<file path="src/rtl/notedur_pkg.sv">
// Shared types and helpers for the note-duration tracker.
// Provides the one-hot duration class encoding, the rest code and the
// frame-count classifier used when an event is emitted.
package notedur_pkg;

  localparam int unsigned DUR_W     = 4;
  localparam int unsigned REST_CODE = 0;

  typedef enum logic [3:0] {
    DUR_SHORT   = 4'b0000,
    DUR_EIGHTH  = 4'b0001,
    DUR_QUARTER = 4'b0010,
    DUR_HALF    = 4'b0100,
    DUR_WHOLE   = 4'b1000
  } dur_class_t;

  // Map a frame count onto the longest class whose threshold it reaches.
  function automatic dur_class_t classify(input int unsigned frames,
                                          input int unsigned t_eighth,
                                          input int unsigned t_quarter,
                                          input int unsigned t_half,
                                          input int unsigned t_whole);
    if (frames < t_eighth)  return DUR_SHORT;
    if (frames < t_quarter) return DUR_EIGHTH;
    if (frames < t_half)    return DUR_QUARTER;
    if (frames < t_whole)   return DUR_HALF;
    return DUR_WHOLE;
  endfunction

endpackage

</file>
<file path="src/rtl/notedur_tracker_if.sv">
// Event stream from the tracker to the score/display logic.
// out_valid/out_ready handshake plus the {note, class, frames} payload.
interface notedur_tracker_if #(
  parameter int unsigned NOTE_W = 8,
  parameter int unsigned CNT_W  = 6
);
  logic                           out_valid;
  logic                           out_ready;
  logic [NOTE_W-1:0]              out_note;
  logic [notedur_pkg::DUR_W-1:0]  out_dur;
  logic [CNT_W-1:0]               out_frames;

  modport master (output out_valid, out_note, out_dur, out_frames, input out_ready);
  modport slave  (input out_valid, out_note, out_dur, out_frames, output out_ready);
endinterface

</file>
<file path="src/rtl/note_event_fifo.sv">
// First-word-fall-through sync FIFO for completed note events.
// Ports: clk, reset (async active-low), push/push_data, pop,
//        head/head_valid (registered head word), full, empty.
// The head word lives in its own register so it holds its last value
// once the FIFO drains.
module note_event_fifo #(
  parameter int unsigned WIDTH = 18,
  parameter int unsigned DEPTH = 4
) (
  input  logic             clk,
  input  logic             reset,
  input  logic             push,
  input  logic [WIDTH-1:0] push_data,
  input  logic             pop,
  output logic [WIDTH-1:0] head,
  output logic             head_valid,
  output logic             full,
  output logic             empty
);

  localparam int unsigned AW = $clog2(DEPTH);
  localparam int unsigned CW = AW + 1;

  logic [WIDTH-1:0] mem [DEPTH];
  logic [AW-1:0]    wr_ptr;
  logic [AW-1:0]    rd_ptr;
  logic [CW-1:0]    count;
  logic [CW-1:0]    count_n_c;
  logic [WIDTH-1:0] head_n_c;
  logic             pop_ok_c;
  logic             push_ok_c;

  assign empty = (count == '0);
  assign full  = (count == CW'(DEPTH));

  // A full FIFO still accepts a push when the head leaves in the same cycle.
  always_comb begin
    pop_ok_c  = pop && !empty;
    push_ok_c = push && (!full || pop_ok_c);
    count_n_c = count + CW'(push_ok_c) - CW'(pop_ok_c);
    head_n_c  = head;
    if (pop_ok_c) begin
      if (count > CW'(1))  head_n_c = mem[rd_ptr + AW'(1)];
      else if (push_ok_c)  head_n_c = push_data;
    end else if (empty && push_ok_c) begin
      head_n_c = push_data;
    end
  end

  // Storage array needs no reset; validity is tracked by count.
  always_ff @(posedge clk) begin
    if (push_ok_c) mem[wr_ptr] <= push_data;
  end

  always_ff @(posedge clk or negedge reset) begin
    if (!reset) begin
      wr_ptr     <= '0;
      rd_ptr     <= '0;
      count      <= '0;
      head       <= '0;
      head_valid <= 1'b0;
    end else begin
      if (push_ok_c) wr_ptr <= wr_ptr + AW'(1);
      if (pop_ok_c)  rd_ptr <= rd_ptr + AW'(1);
      count      <= count_n_c;
      head       <= head_n_c;
      head_valid <= (count_n_c != '0);
    end
  end

endmodule

</file>
<file path="src/rtl/notedur_tracker.sv">
// Note-duration tracker: filters single-frame pitch glitches, measures the
// committed note length in frames and queues classified events.
// Ports: clk, reset (async active-low), frame_tick/note (one sample per
//        frame), flush (close current note), ev (event stream, master),
//        cur_note/cur_frames (committed note status), overflow (sticky drop).
module notedur_tracker
  import notedur_pkg::*;
#(
  parameter int unsigned NOTE_W        = 8,
  parameter int unsigned CNT_W         = 6,
  parameter int unsigned STABLE_FRAMES = 2,
  parameter int unsigned T_EIGHTH      = 2,
  parameter int unsigned T_QUARTER     = 7,
  parameter int unsigned T_HALF        = 15,
  parameter int unsigned T_WHOLE       = 30,
  parameter int unsigned EMIT_RESTS    = 1,
  parameter int unsigned DEPTH         = 4
) (
  input  logic               clk,
  input  logic               reset,
  input  logic               frame_tick,
  input  logic [NOTE_W-1:0]  note,
  input  logic               flush,
  notedur_tracker_if.master  ev,
  output logic [NOTE_W-1:0]  cur_note,
  output logic [CNT_W-1:0]   cur_frames,
  output logic               overflow
);

  localparam int unsigned      EV_W       = NOTE_W + DUR_W + CNT_W;
  localparam logic [CNT_W-1:0] FRAMES_MAX = '1;
  localparam logic [CNT_W-1:0] STABLE_CNT = CNT_W'(STABLE_FRAMES);

  logic [NOTE_W-1:0] cand_note;
  logic [CNT_W-1:0]  cand_cnt;
  logic [NOTE_W-1:0] cur_note_n_c;
  logic [CNT_W-1:0]  cur_frames_n_c;
  logic [NOTE_W-1:0] cand_note_n_c;
  logic [CNT_W-1:0]  cand_cnt_n_c;
  logic [CNT_W-1:0]  cand_upd_c;
  logic              close_c;
  logic              push_c;
  dur_class_t        dur_c;
  logic [EV_W-1:0]   push_word_c;
  logic [EV_W-1:0]   head;
  logic              head_valid;
  logic              fifo_full;
  logic              fifo_empty;

  // Thresholds are truncated to counter width before comparing.
  assign dur_c = classify(32'(cur_frames), 32'(CNT_W'(T_EIGHTH)), 32'(CNT_W'(T_QUARTER)),
                          32'(CNT_W'(T_HALF)), 32'(CNT_W'(T_WHOLE)));
  assign push_word_c = {cur_note, DUR_W'(dur_c), cur_frames};

  // Next-state for the committed note and the glitch-filter candidate.
  // A candidate count of zero means no candidate is pending.
  always_comb begin
    cur_note_n_c   = cur_note;
    cur_frames_n_c = cur_frames;
    cand_note_n_c  = cand_note;
    cand_cnt_n_c   = cand_cnt;
    cand_upd_c     = '0;
    close_c        = 1'b0;
    if (flush) begin
      close_c        = 1'b1;
      cur_note_n_c   = '0;
      cur_frames_n_c = '0;
      cand_note_n_c  = '0;
      cand_cnt_n_c   = '0;
    end else if (frame_tick) begin
      if (note == cur_note) begin
        if (cur_frames != FRAMES_MAX) cur_frames_n_c = cur_frames + CNT_W'(1);
        cand_cnt_n_c = '0;
      end else begin
        cand_upd_c = (cand_cnt != '0 && note == cand_note) ? cand_cnt + CNT_W'(1) : CNT_W'(1);
        if (cand_upd_c == STABLE_CNT) begin
          close_c        = 1'b1;
          cur_note_n_c   = note;
          cur_frames_n_c = STABLE_CNT;
          cand_cnt_n_c   = '0;
        end else begin
          cand_note_n_c = note;
          cand_cnt_n_c  = cand_upd_c;
        end
      end
    end
    push_c = close_c && (cur_frames != '0) &&
             (EMIT_RESTS != 0 || cur_note != NOTE_W'(REST_CODE));
  end

  always_ff @(posedge clk or negedge reset) begin
    if (!reset) begin
      cur_note   <= '0;
      cur_frames <= '0;
      cand_note  <= '0;
      cand_cnt   <= '0;
      overflow   <= 1'b0;
    end else begin
      cur_note   <= cur_note_n_c;
      cur_frames <= cur_frames_n_c;
      cand_note  <= cand_note_n_c;
      cand_cnt   <= cand_cnt_n_c;
      // Drop only when full and the head is not leaving this cycle.
      if (push_c && fifo_full && !(ev.out_ready && !fifo_empty)) overflow <= 1'b1;
    end
  end

  note_event_fifo #(
    .WIDTH (EV_W),
    .DEPTH (DEPTH)
  ) u_fifo (
    .clk        (clk),
    .reset      (reset),
    .push       (push_c),
    .push_data  (push_word_c),
    .pop        (ev.out_ready),
    .head       (head),
    .head_valid (head_valid),
    .full       (fifo_full),
    .empty      (fifo_empty)
  );

  assign ev.out_valid = head_valid;
  assign {ev.out_note, ev.out_dur, ev.out_frames} = head;

endmodule

</file>
<file path="src/flat_wrapper.sv">
// flat-port wrapper written by rule: the top's interface ports become plain ports
module notedur_tracker_flat import notedur_pkg::*;
#(
  parameter int unsigned NOTE_W        = 8,
  parameter int unsigned CNT_W         = 6,
  parameter int unsigned STABLE_FRAMES = 2,
  parameter int unsigned T_EIGHTH      = 2,
  parameter int unsigned T_QUARTER     = 7,
  parameter int unsigned T_HALF        = 15,
  parameter int unsigned T_WHOLE       = 30,
  parameter int unsigned EMIT_RESTS    = 1,
  parameter int unsigned DEPTH         = 4
)
  (clk, reset, frame_tick, note, flush, cur_note, cur_frames, overflow, ev_out_valid, ev_out_note, ev_out_dur, ev_out_frames, ev_out_ready);
  notedur_tracker_if #(.NOTE_W(NOTE_W), .CNT_W(CNT_W)) ev_i ();
  input  logic clk;
  input  logic reset;
  input  logic frame_tick;
  input  logic [NOTE_W-1:0] note;
  input  logic flush;
  output logic [NOTE_W-1:0] cur_note;
  output logic [CNT_W-1:0] cur_frames;
  output logic overflow;
  output wire logic [$bits(ev_i.out_valid)-1:0] ev_out_valid;
  output wire logic [$bits(ev_i.out_note)-1:0] ev_out_note;
  output wire logic [$bits(ev_i.out_dur)-1:0] ev_out_dur;
  output wire logic [$bits(ev_i.out_frames)-1:0] ev_out_frames;
  input wire logic [$bits(ev_i.out_ready)-1:0] ev_out_ready;
  assign ev_out_valid = ev_i.out_valid;
  assign ev_out_note = ev_i.out_note;
  assign ev_out_dur = ev_i.out_dur;
  assign ev_out_frames = ev_i.out_frames;
  assign ev_i.out_ready = ev_out_ready;
  notedur_tracker #(.NOTE_W(NOTE_W), .CNT_W(CNT_W), .STABLE_FRAMES(STABLE_FRAMES), .T_EIGHTH(T_EIGHTH), .T_QUARTER(T_QUARTER), .T_HALF(T_HALF), .T_WHOLE(T_WHOLE), .EMIT_RESTS(EMIT_RESTS), .DEPTH(DEPTH)) u_core (.clk(clk), .reset(reset), .frame_tick(frame_tick), .note(note), .flush(flush), .ev(ev_i), .cur_note(cur_note), .cur_frames(cur_frames), .overflow(overflow));
endmodule
</file>
<file path="config.mk">
export PLATFORM = sky130hd
export DESIGN_NAME = notedur_tracker_flat
export DESIGN_NICKNAME = d
export VERILOG_FILES = /design/src/rtl/notedur_pkg.sv /design/src/rtl/notedur_tracker_if.sv /design/src/rtl/note_event_fifo.sv /design/src/rtl/notedur_tracker.sv /design/src/flat_wrapper.sv
export SDC_FILE = /design/constraint.sdc
export NUM_CORES = 1
export LEC_CHECK = 0
export ABC_AREA = 1
export BUFFER_PORTS_ARGS = -buffer_cell sky130_fd_sc_hd__buf_2
export CAP_MARGIN = 10
export CELL_PAD_IN_SITES_DETAIL_PLACEMENT = 1
export CELL_PAD_IN_SITES_GLOBAL_PLACEMENT = 1
export CORE_MARGIN = 2
export CORE_UTILIZATION = 42
export DETAILED_ROUTE_END_ITERATION = 16
export PLACE_DENSITY = 0.72
export SLEW_MARGIN = 25
export SYNTH_ARGS = -nofsm -noshare
export SYNTH_HDL_FRONTEND = slang
export SYNTH_SLANG_ARGS = --single-unit
</file>
<file path="constraint.sdc">
create_clock -name clk -period 3 [get_ports clk]
set_input_delay 0.75 -clock clk [delete_from_list [all_inputs] [get_ports clk]]
set_output_delay 0.75 -clock clk [all_outputs]
set_load 0.1 [all_outputs]
</file>
# Word level (Yosys, flattened, before mapping)
# Memories as Yosys holds them, arrays and structs flattened.
# Index checks and enable logic that the tools add are counted.
# op_classes
addsub,6
magnitude_cmp,5
eq_ne,9
n_mux,46
n_reduce_logical,23
# op_table
cell,count
2-to-1 mux 18 bit,4
2-to-1 mux 8 bit,8
2-to-1 mux 6 bit,10
2-to-1 mux 4 bit,8
== test 8 bit,2
2-to-1 mux 1 bit,16
"adder 6 x 1 -> 6 bit, second input constant",2
nonzero test 6 bit,2
AND reduction 3 bit,3
logical AND 1 bit,7
"== test 6 x 2 -> 1 bit, second input constant",1
"< comparator 6 x 2 -> 1 bit, second input constant",1
"< comparator 6 x 3 -> 1 bit, second input constant",1
"< comparator 6 x 4 -> 1 bit, second input constant",1
"< comparator 6 x 5 -> 1 bit, second input constant",1
"inequality test 6 bit, second input constant",1
nonzero test 2 bit,3
nonzero test 3 bit,2
"adder 2 x 1 -> 2 bit, second input constant",2
"inequality test 2 bit, second input constant",2
adder 3 x 1 -> 3 bit,1
"== test 3 bit, second input constant",1
"> comparator 3 x 1 -> 1 bit, second input constant",1
logical NOT 1 bit,3
6 further kinds,6
# totals
regBits,55
ram_bits,72
inputBits,13
out_inout_bits,34
elab_cells,100
mem_count,1
# mem_list
name,words,word_bits,read_ports,rd_ports_with_merged_regs,write_ports,line,rtl
u_core.u_fifo.mem,4,18,1,0,1,note_event_fifo.sv:24,logic [WIDTH-1:0] mem [DEPTH];

# Longest topological paths before layout
# Gate-level depths: netlist (run 1).
# logic_depth
depth_word,15
depth_mapped,17
mapped_depth_nobuf,17

# Hierarchy
# From an unflattened synthesis (run 1), not the netlist that was laid out.
# hier_totals
cells_unflattened,724
area_unflattened_um2,6281.0
# by_module_without_submodules
mod,instances,cells_each,area_per_inst_um2,seq_area_each_um2
note_event_fifo,1,441,4316.6,2812.7
notedur_tracker,1,283,1964.4,725.7

# Worst setup path before layout (run 1)
# No wires, ideal clock.
# synth_path
kind,reg-to-reg
startpoint,register u_core.cur_note[7]
endpoint,register u_core.u_fifo.head_valid
setup_time_ps,131
arrival_ps,3214
setup_slack_ps,-346
stages_incl_launch_ff,18
n_path_buf,0
period_less_slack_ps,3346
path_cell_list,dfrtp_1 inv_1 nand2_1 nand2_1 nor2_1 nand2_1 nor2_1 nor2_1 nand4_2 nand2_4 nand3_1 inv_1 nand2_1 nand2_1 ha_1 fa_1 xnor2_1 or3_1
# synth_via
elab_chain_len,9
# synth_lines
item,line,rtl
start: declaration,notedur_tracker.sv:25,"output logic [NOTE_W-1:0] cur_note,"
start signal: assignment,notedur_tracker.sv:99,cur_note <= cur_note_n_c;
== test 8 bit,notedur_tracker.sv:71,if (note == cur_note) begin
2-to-1 mux 1 bit,notedur_tracker.sv:71,
2-to-1 mux 1 bit,notedur_tracker.sv:70,end else if (frame_tick) begin
2-to-1 mux 1 bit,notedur_tracker.sv:64,if (flush) begin
logical AND 1 bit,notedur_tracker.sv:87,push_c = close_c && (cur_frames != '0) &&
logical AND 1 bit,note_event_fifo.sv:39,push_ok_c = push && (!full || pop_ok_c);
adder 3 x 1 -> 3 bit,note_event_fifo.sv:40,count_n_c = count + CW'(push_ok_c) - CW'(pop_ok_c);
subtractor 3 x 1 -> 3 bit,note_event_fifo.sv:40,
named net u_core.u_fifo.count_n_c[2],note_event_fifo.sv:28,logic [CW-1:0] count_n_c;
nonzero test 3 bit,note_event_fifo.sv:67,head_valid <= (count_n_c != '0);
end signal: assignment,note_event_fifo.sv:67,
end: declaration,note_event_fifo.sv:16,"output logic head_valid,"
# The timed path passes the listed nets, and every way through them passes these cells.
# A chain may end at the register's enable or synchronous reset.

# Worst setup path after layout (run 1)
# layout_path
startpoint,register u_core.cand_cnt[0]
endpoint,register u_core.u_fifo.head_valid
# layout_via
elab_chain_len,13
word_cells_on_any_way,14
# layout_lines
item,line,rtl
start: declaration,notedur_tracker.sv:35,logic [CNT_W-1:0] cand_cnt;
start signal: assignment,notedur_tracker.sv:102,cand_cnt <= cand_cnt_n_c;
branches (longest 2 deep; another with adder 6 x 1 -> 6 bit),--,
2-to-1 mux 6 bit *,notedur_tracker.sv:75,cand_upd_c = (cand_cnt != '0 && note == cand_note) ? cand_cnt + CNT_W'(1) : CNT_W'(1);
== test 6 x 2 -> 1 bit *,notedur_tracker.sv:76,if (cand_upd_c == STABLE_CNT) begin
2-to-1 mux 1 bit *,notedur_tracker.sv:76,
2-to-1 mux 1 bit *,notedur_tracker.sv:71,
2-to-1 mux 1 bit *,notedur_tracker.sv:70,
2-to-1 mux 1 bit *,notedur_tracker.sv:64,
logical AND 1 bit *,notedur_tracker.sv:87,
logical AND 1 bit *,note_event_fifo.sv:39,
adder 3 x 1 -> 3 bit *,note_event_fifo.sv:40,
subtractor 3 x 1 -> 3 bit *,note_event_fifo.sv:40,
named net u_core.u_fifo.count_n_c[1],note_event_fifo.sv:28,
nonzero test 3 bit *,note_event_fifo.sv:67,
# Mark *: on every way through the listed nets, which the timed path passes.

==> impl_metrics.ini, run 1 <==
[clocking]
clock_path_buffers = 2
clk_latency_ns = 0.42
ctsHtreeMaxLevel = 4
clk_pin_slew_ns = 0.05
numCtsBuffers = 17
cts_sinks = 127
cts_tree = done
cts_root_buf = clkbuf_16
cts_hold_buf = 0

[layout]
regArea_sq_um = 3571
area_growth_pct = 23.29
final_util = 0.5340
drive_above_1_share = 0.2139
fin_cells = 868
nets = 704
multi_input_area_sq_um = 2002
stdcell_area_sq_um = 7128
fill_cells = 1532
diodes = 0

[logic_synthesis]
ys_warn_count = 0
avgSynthCellArea_sq_um = 9.750
ys_seq_elements = 127
synth_ff_type = edfxtp_1
async_reset_ff_frac = 0.4331
syn_inst = 593
syn_area_sq_um = 5782
syn-num-nets = 618
yosysUniqueCellTypes = 32
seq_area_frac_synth = 0.6120
synth_edf_count = 72

[placement]
hpwl_microns = 10610
numPortBuffers = 46
placed_area_sq_um = 6487
gp_congestion = 0.8404
dp.cells = 832
pre_cts_ws_ns = -0.3928

[timing]
finalWorstSetupSlack_ns = 0.1138
totalNegativeSetupSlack_ns = 0
hold_ws_ns = 0.3139
skew_ns = 0.009300
fmax_mhz = 346.5
min_period_ns = 2.886
finalSetupViolCount = 0
slew_headroom = 0.5615
hold_viol_final = 0
min_period_over_period = 0.9621
worstMarginPinSlew_ns = 0.6562
slew_viol_final = 0

[global_routing]
grt_pass1_wl_microns = 25000
antenna_found_initial = 0
grt_overflow = 0
grt_max_degree = 39
grt_usage = 0.2270
grt_pass1_vias = 4876

[detailed_routing]
viasPerCell = 5.213
drtAntennaViolNets = 0
drt-initial-drc-count = 296
firstDrtPassIters = 4
wirelength_microns = 15620
drc = 0
routedWlPerCell_microns = 17.99
routed-via-count = 4525

[setup_path]
end_kind = flop
max_stage_delay_ns = 0.43
cp-start-kind = flop
crit_required_ns = 3.30
reg2reg_depth = 14
cp_slowest_cell = fa_1
crit_path_max_fanout = 3
critPathArrivalTime_ns = 3.18
crit_chain = inv_2, ha_1, nand4_1, nand3_2, nor3_4, nand4_4, nand2_4, nand3_2, inv_2, nand2_1, nand2_1, ha_2, fa_1, or3_1
crit_type = reg -> reg

[status]
status = complete, no violations

[floorplan]
io-pin-count = 47
die_h_microns = 121.3
num_rows = 42
dieArea_sq_um = 14720
die-width_microns = 121.3
core-area_sq_um = 13350
initial_core_util = 0.4332

[power]
powerDensity_nw_per_um2 = 932.3
p_leak_nw = 3.204
power_mw = 6.646
ir_worst_vdd_uv = 431.1

[hold_path]
hp-class = in -> async

[run]
drv_cap = 0
==> layer usage <==
metal,vias to the layer above,wire [microns],track usage
li1,2154,-,-
met2,82,7859,0.3852
met1,2271,6951,0.2847
met4,0,223,0.07974
met5,-,0,0
met3,18,583,0.05263
==> layout make-up <==
class                   instances  share of cell area
well taps                     176             0.03089
repair buffers                 83             0.07864
multi-input cells             387              0.2808
clock buffers                  24             0.06618
inverters                      63             0.03318
clock inverters                 8            0.009303
flip-flops and latches        127              0.5010
==> placed cells by master, fill, tap and decap left out, types with 2 or more instances in the layout <==
cell type / Yosys / layout
a22oi_1: 16 / 16
buf_12: 0 / 4
nand2_4: 2 / 2
dfrtp_4: 0 / 8
dfrtp_2: 0 / 2
inv_2: 6 / 8
nor2_1: 40 / 36
inv_1: 57 / 55
nor2_4: 0 / 2
clkinv_2: 0 / 5
clkbuf_1: 14 / 5
nand2_8: 2 / 2
nand2_1: 167 / 167
o21ai_0: 63 / 63
o22ai_1: 2 / 2
nand3_1: 32 / 27
ha_1: 11 / 10
a21oi_1: 23 / 23
buf_2: 0 / 45
dfrtp_1: 55 / 45
nand3_2: 0 / 5
clkbuf_8: 0 / 2
xor2_1: 6 / 5
edfxtp_1: 72 / 72
buf_4: 0 / 34
nand4_1: 4 / 4
clkbuf_16: 0 / 17
nor2_2: 1 / 3
nor3_1: 5 / 5
==> kinds of logic (layout without fill, tap and decap cells) <==
| kind of cell | Yosys count | after routing | share of synthesized area |
|---|---|---|---|
| and+or+nand+nor | 260 | 260 | 0.1932 |
| DFF | 127 | 127 | 0.6120 |
| AOI/OAI and AO/OA | 108 | 108 | 0.1030 |
| buffers and inverters | 79 | 178 | 0.05388 |
| adders and majority gates | 12 | 12 | 0.02727 |
| xor gates and xnor gates | 7 | 7 | 0.01060 |
==> timing repair <==
action                                  4_1_cts  5_1_grt
pin swaps                                     4        7
setup buffers                                 2        2
gates resized for setup                       0       17
hold endpoints to repair                      0        0
endpoints found under the setup margin        1        1
==> worst max-delay path, delay by kind of cell, from the launching register on <==
family                   cells  cell delay [ns]
AND/OR/NAND/NOR              9             1.40
adder cells (fa/ha/maj)      3             0.82
flip-flops                   1             0.39
buffers and inverters        2             0.15
==> power breakdown <==
part           switching [mW]  internal (mW)  total, mW
Sequential              0.182           2.13       2.32
Combinational            1.86          0.571       2.43
Clock                   0.732           1.17       1.90
Total                    2.77           3.88       6.65
==> state kept, by name, indices dropped and copies added, names as in the netlist <==
name                      cells
u_core.u_fifo.head           18
u_core.u_fifo.rd_ptr          2
u_core.cur_frames             6
u_core.u_fifo.mem            72
u_core.cand_note              8
u_core.u_fifo.wr_ptr          2
u_core.cand_cnt               6
u_core.overflow               1
u_core.u_fifo.count           3
u_core.cur_note               8
u_core.u_fifo.head_valid      1
==> cells in the mapped netlist, types with 2 or more instances <==
library cell	instances	share of area
nand4_1	4	0.0043
dfrtp_1	55	0.24
o22ai_1	2	0.0022
nand3_1	32	0.028
nand4_2	2	0.0043
a22oi_1	16	0.021
nand2_4	2	0.0039
inv_2	6	0.0039
nor3_1	5	0.0043
nor2_1	40	0.026
inv_1	57	0.037
clkbuf_1	14	0.0091
edfxtp_1	72	0.37
ha_1	11	0.024
o21ai_0	63	0.055
nand2_8	2	0.0069
xor2_1	6	0.0091
nand2_1	167	0.11
a21oi_1	23	0.020
buf_6	2	0.0039
==> worst paths after layout <==
| kind | slack [ns] | end | startpoint |
|---|---|---|---|
| min in group clk | 0.46 | u_core.u_fifo.head[13] | u_core.u_fifo.head[13] |
| setup / recovery | 0.11 | u_core.u_fifo.head_valid | u_core.cand_cnt[0] |
| setup reg to reg | 0.11 | u_core.u_fifo.head_valid | u_core.cand_cnt[0] |
| max in group asynchronous | 2.04 | u_core.u_fifo.head[15] | reset |
| hold reg to reg | 0.46 | u_core.u_fifo.head[13] | u_core.u_fifo.head[13] |
| hold / removal | 0.31 | u_core.u_fifo.head_valid | reset |
No activity file was read; power rests on OpenSTA's default activity.
==> run 2: changes to the inputs <==
Settings changed: ABC_AREA 1 to not set, CORE_UTILIZATION 42 to 45, PLACE_DENSITY 0.72 to 0.73, RECOVER_POWER set to 50.
==> run 2 against run 1 <==
Clock-buffer cell count decreased by 6. Flip-flop and latch count unchanged. Critical path depth decreased by 4. Sequential power decreased by 9.5%. Core utilization increased by 2.3 points. Fmax decreased by 0.59%. Routed wire length decreased by 16%. Largest power group is now sequential cells. Highest routed layer unchanged.
==> impl_metrics.ini, run 2 <==
[floorplan]
io-pin-count = 47
dieArea_sq_um = 13600
core-area_sq_um = 12520
initial_core_util = 0.4559
die_h_microns = 116.6
num_rows = 41
die-width_microns = 116.6

[clocking]
cts_root_buf = clkbuf_16
clock_path_buffers = 2
numCtsBuffers = 17
clk_pin_slew_ns = 0.06
clk_latency_ns = 0.42
ctsHtreeMaxLevel = 4
cts_setup_buffers = 0
cts_tree = done
cts_sinks = 127

[timing]
worstMarginPinSlew_ns = 1.450
grt_setup_unrepaired = false
fmax_mhz = 344.4
slew_headroom = 0.03351
min_period_over_period = 0.9678
hold_viol_final = 0
skew_ns = 0.01190
min_period_ns = 2.903
finalSetupViolCount = 0
slew_viol_final = 0

[setup_path]
cp-startpoint = u_core.cand_cnt[0]
reg2reg_depth = 10
r2r_slack_ns = 0.1
cp-start-kind = flop
crit_path_max_fanout = 6
crit_type = reg -> reg
crit_end = u_core.u_fifo.head_valid
end_kind = flop
rr_startpoint = u_core.cand_cnt[0]
crit_required_ns = 3.29
critPathArrivalTime_ns = 3.19
timing.rr.end = u_core.u_fifo.head_valid

[layout]
final_cell_mix = edfxtp_1 (72), nand2_1 (53), dfrtp_1 (48)
fill_cells = 1282
area_growth_pct = 22.23
nets = 511
final_util = 0.5573
final_common_cell = edfxtp_1
reg_top3 = u_core.u_fifo.mem: 72 flops, u_core.u_fifo.head: 18 flops
top_register = u_core.u_fifo.mem
largest_reg_flops = 72
diodes = 0
fin_cells = 671
drive_above_1_share = 0.2986

[power]
powerDensity_nw_per_um2 = 792.6
p_leak_nw = 2.945
ir_worst_vdd_uv = 295.8

[logic_synthesis]
synth_most_common_cell = edfxtp_1
ys_seq_elements = 127
synth_commonest_cells = edfxtp_1 (72), dfrtp_1 (55), nand2_1 (53)
synth_top_area_frac = 0.3789
syn_area_sq_um = 5707
async_reset_ff_frac = 0.4331
synthTopCellsByArea = edfxtp_1 (38%), dfrtp_1 (24%), mux4_2 (7.1%)
synth_largest_area_cell = edfxtp_1
syn_inst = 399
synth_edf_count = 72
seq_area_frac_synth = 0.6200
syn-num-nets = 424
synth_ff_type = edfxtp_1
avgSynthCellArea_sq_um = 14.30
ys_warn_count = 0
yosysUniqueCellTypes = 50

[detailed_routing]
routed-via-count = 3619
drc = 0
firstDrtPassIters = 4
routedWlPerCell_microns = 19.49
wirelength_microns = 13080
viasPerCell = 5.393
drt-initial-drc-count = 161
drtAntennaViolNets = 0

[placement]
hpwl_microns = 8660
gp_congestion = 0.7666
numPortBuffers = 46
dp.cells = 639

[global_routing]
antenna_found_initial = 0
grt_usage = 0.2111
grt_overflow = 0
grt_pass1_vias = 3873
grt_max_degree = 24
grt_pass1_wl_microns = 20810

[hold_path]
hp-class = reg -> reg

[status]
status = complete, no violations

[run]
drv_cap = 0
run 2: cell types whose count changed after synthesis, moves of 16 or more:
cell and delta:
a21oi_1 -20, a22oi_1 -16, inv_1 -45, mux4_2 +18
nand2_1 -114, nand3_1 -26, nor2_1 -20, o21ai_0 -52
run 2: layout make-up:
cell class | count | area (sq um) | share of cell area
Sequential cell | 127 | 3547 | 0.5085
Multi-Input combinational cell | 243 | 2057 | 0.2949
Timing Repair Buffer | 85 | 529.3 | 0.07587
Clock buffer | 18 | 439.2 | 0.06296
Tap cell | 172 | 215.2 | 0.03085
Clock inverter | 14 | 142.6 | 0.02045
Inverter | 12 | 45.04 | 0.006457
run 2: what timing repair did:
action / in CTS / in global routing
hold buffers: 0 / 0
gates resized for setup: 0 / 1
endpoints found under the setup margin: 0 / 1
run 2: kinds of logic after synthesis:
group                    synth area share
flip-flops                         0.6200
AND/OR/NAND/NOR                   0.09888
multiplexers                       0.1368
AO/OA/AOI/OAI                     0.05131
buffers and inverters             0.02390
XOR/XNOR                          0.04144
adder cells (fa/ha/maj)           0.02763
run 2: worst min-delay path by stage:
stage	startpoint	endpoint	slack, ns	depth (start not counted)
global placement	u_core.overflow	u_core.overflow	0.48	1
floorplan	reset	u_core.cand_cnt[0]	0.45	0
finish	u_core.u_fifo.head[17]	u_core.u_fifo.head[17]	0.50	1
detailed placement	u_core.overflow	u_core.overflow	0.47	1
global route	u_core.u_fifo.head[17]	u_core.u_fifo.head[17]	0.52	1
CTS	reset	u_core.u_fifo.head[4]	0.36	1
run 2: worst max-delay path, stage by stage, from the launching register on:
cell and delay [ns]:
dfrtp_1 0.43, ha_2 0.25, and3_1 0.15, o211a_1 0.24, o21a_1 0.22, a41oi_4 0.26, o21ai_2 0.11, o41ai_2 0.08
ha_2 0.24, fa_2 0.44, or3_1 0.35
run 2: power breakdown:
group / internal [mW] / switching [mW] / leakage (nW)
Clock: 1.24 / 0.761 / 0.272
Sequential: 1.96 / 0.143 / 1.48
Combinational: 0.474 / 0.956 / 1.19
Total: 3.67 / 1.86 / 2.94
run 2: layer usage:
| metal | up-vias | part of all wire | track usage |
|---|---|---|---|
| li1 | 1639 | - | - |
| met1 | 1889 | 0.44 | 0.2700 |
| met2 | 73 | 0.51 | 0.3457 |
| met3 | 18 | 0.027 | 0.05241 |
| met4 | 0 | 0.019 | 0.08941 |
| met5 | - | 0 | 0 |
run 2: per-stage QoR:
stage          power, mW  setup TNS, ns  setup WS (ns)  hold WS (ns)  cell area, sq um
2_1_floorplan      3.232       -0.04429       -0.04429        0.4544              5739
3_3_place_gp       3.548        -0.7276        -0.1370        0.4769              6461
3_5_place_dp       3.597         -4.601        -0.2452        0.4747              6461
4_1_cts            5.614              0        0.01947        0.3587              7043
5_1_grt            5.752              0        0.01627        0.5200              6975
6_report           5.529              0        0.09674        0.5025              6975
==> run 3: changes to the inputs <==
Settings changed: CELL_PAD_IN_SITES_DETAIL_PLACEMENT 1 to 0, CELL_PAD_IN_SITES_GLOBAL_PLACEMENT 1 to 2, CORE_UTILIZATION 45 to 34, MAX_ROUTING_LAYER set to met4, PLACE_DENSITY 0.73 to 0.65.
==> run 3 against run 2 <==
Die area increased by 31%. Final area grew 2.2%. Worst hold slack gained 0.0023 ns. Largest power group is now the clock network.
==> impl_metrics.ini, run 3 (same netlist as run 2, synthesis figures left out) <==
[detailed_routing]
viasPerCell = 4.775
drc = 0
drt-initial-drc-count = 262
routed-via-count = 3467
wirelength_microns = 12490
firstDrtPassIters = 4
routedWlPerCell_microns = 17.20
drtAntennaViolNets = 0

[placement]
hpwl_microns = 8378
gp_congestion = 0.7704
numPortBuffers = 46
dp.cells = 694

[layout]
largest_reg_flops = 72
multi_input_area_sq_um = 2057
final_cell_mix = edfxtp_1 (72), nand2_1 (53), dfrtp_1 (48)
reg_top3 = u_core.u_fifo.mem: 72 flops, u_core.u_fifo.head: 18 flops
fill_cells = 1541
drive_above_1_share = 0.2964
final_util = 0.4331
final_common_cell = edfxtp_1
diodes = 0
nets = 518
area_growth_pct = 24.95
regArea_sq_um = 3547
top_register = u_core.u_fifo.mem
fin_cells = 726

[clocking]
ctsHtreeMaxLevel = 4
cts_root_buf = clkbuf_16
clock_path_buffers = 2
clk_latency_ns = 0.41
cts_tree = done
numCtsBuffers = 17
cts_sinks = 127
cts_setup_buffers = 0
clk_pin_slew_ns = 0.06

[floorplan]
core-area_sq_um = 16470
die_h_microns = 133.6
dieArea_sq_um = 17840
num_rows = 47
io-pin-count = 47
initial_core_util = 0.3466
die-width_microns = 133.6

[timing]
grt_setup_unrepaired = false
finalSetupViolCount = 0
skew_ns = 0.006890
min_period_ns = 2.867
hold_viol_final = 0
worstMarginPinSlew_ns = 1.484
min_period_over_period = 0.9557
slew_viol_final = 0
slew_headroom = 0.01097
fmax_mhz = 348.8

[setup_path]
cp_slowest_cell = nor4_1
end_kind = flop
crit_chain = buf_2, xor2_1, nor4_1, and3_1, a41oi_4, o21ai_2, o41ai_2, ha_2, fa_2, xnor2_1, or3_1
max_stage_delay_ns = 0.42
cp-start-kind = input port
crit_path_max_fanout = 4
crit_type = in -> reg
crit_required_ns = 3.29
cp_top_family = simple AND/OR/NAND/NOR gates
crit_buf_inv = 1
critPathArrivalTime_ns = 3.16

[run]
drv_cap = 0

[status]
status = complete, no violations

[power]
powerDensity_nw_per_um2 = 806.3
power_mw = 5.750
p_leak_nw = 2.994
ir_worst_vdd_uv = 487.5

[global_routing]
grt_usage = 0.1531
grt_pass1_wl_microns = 19880
grt_pass1_vias = 3526
grt_overflow = 0
antenna_found_initial = 0
grt_max_degree = 56

[hold_path]
hp-class = reg -> reg
-- run 3: cell types whose count changed in the layout (fill, tap and decap cells not counted), sizes merged --
cell | previous run | this run
bufinv | 2 | 5
clkinv | 6 | 5
clkinvlp | 5 | 2
inv | 13 | 12
clkbuf | 46 | 50
buf | 57 | 62
-- run 3: final timing paths --
path	start	end	slack, ns	cells past startpoint
max reg2reg	u_core.cand_cnt[1]	u_core.u_fifo.head_valid	0.18	10
max	note[6]	u_core.u_fifo.head_valid	0.13	11
min reg2reg	u_core.u_fifo.head[2]	u_core.u_fifo.head[2]	0.50	1
min	u_core.u_fifo.head[2]	u_core.u_fifo.head[2]	0.50	1
min in group asynchronous	reset	u_core.u_fifo.head[8]	0.76	2
max in group asynchronous	reset	u_core.cur_note[5]	1.22	2
-- run 3: area by class of cell --
cell class | count | area share
inverter | 12 | 0.006317
multi-input combinational | 243 | 0.2885
clock buffer | 20 | 0.06264
sequential | 127 | 0.4975
tap | 220 | 0.03860
clock inverter | 12 | 0.02667
timing repair buffer | 92 | 0.07984
-- run 3: power breakdown --
part / switching, mW / leakage [nW] / internal (mW)
sequential: 0.141 / 1.48 / 1.96
clock: 0.737 / 0.303 / 1.49
combinational: 0.948 / 1.21 / 0.482
total: 1.83 / 2.99 / 3.92
-- run 3: timing repair --
item                       4_1_cts  5_1_grt
setup endpoints to repair        0        1
gates resized for setup          0        1
hold buffers                     0        0
-- run 3: per-layer routing --
metal	track usage	part of all wire
met2	0.2380	0.49
met3	0.03196	0.032
met4	0.05674	0.014
met1	0.1987	0.46
met5	-	0
-- run 3: stage by stage --
step / instance area (sq um) / setup slack [ns] / TNS (ns) / hold slack (ns)
final: 7131 / 0.1330 / 0 / 0.5047
after global routing: 7131 / 0.03686 / 0 / 0.5190
after CTS: 7211 / 0.09931 / 0 / 0.3495
after detailed placement: 6574 / -0.3026 / -10.49 / 0.4916
after global placement: 6574 / -0.1931 / -5.049 / 0.4848
after floorplan: 5739 / -0.04429 / -0.04429 / 0.4544
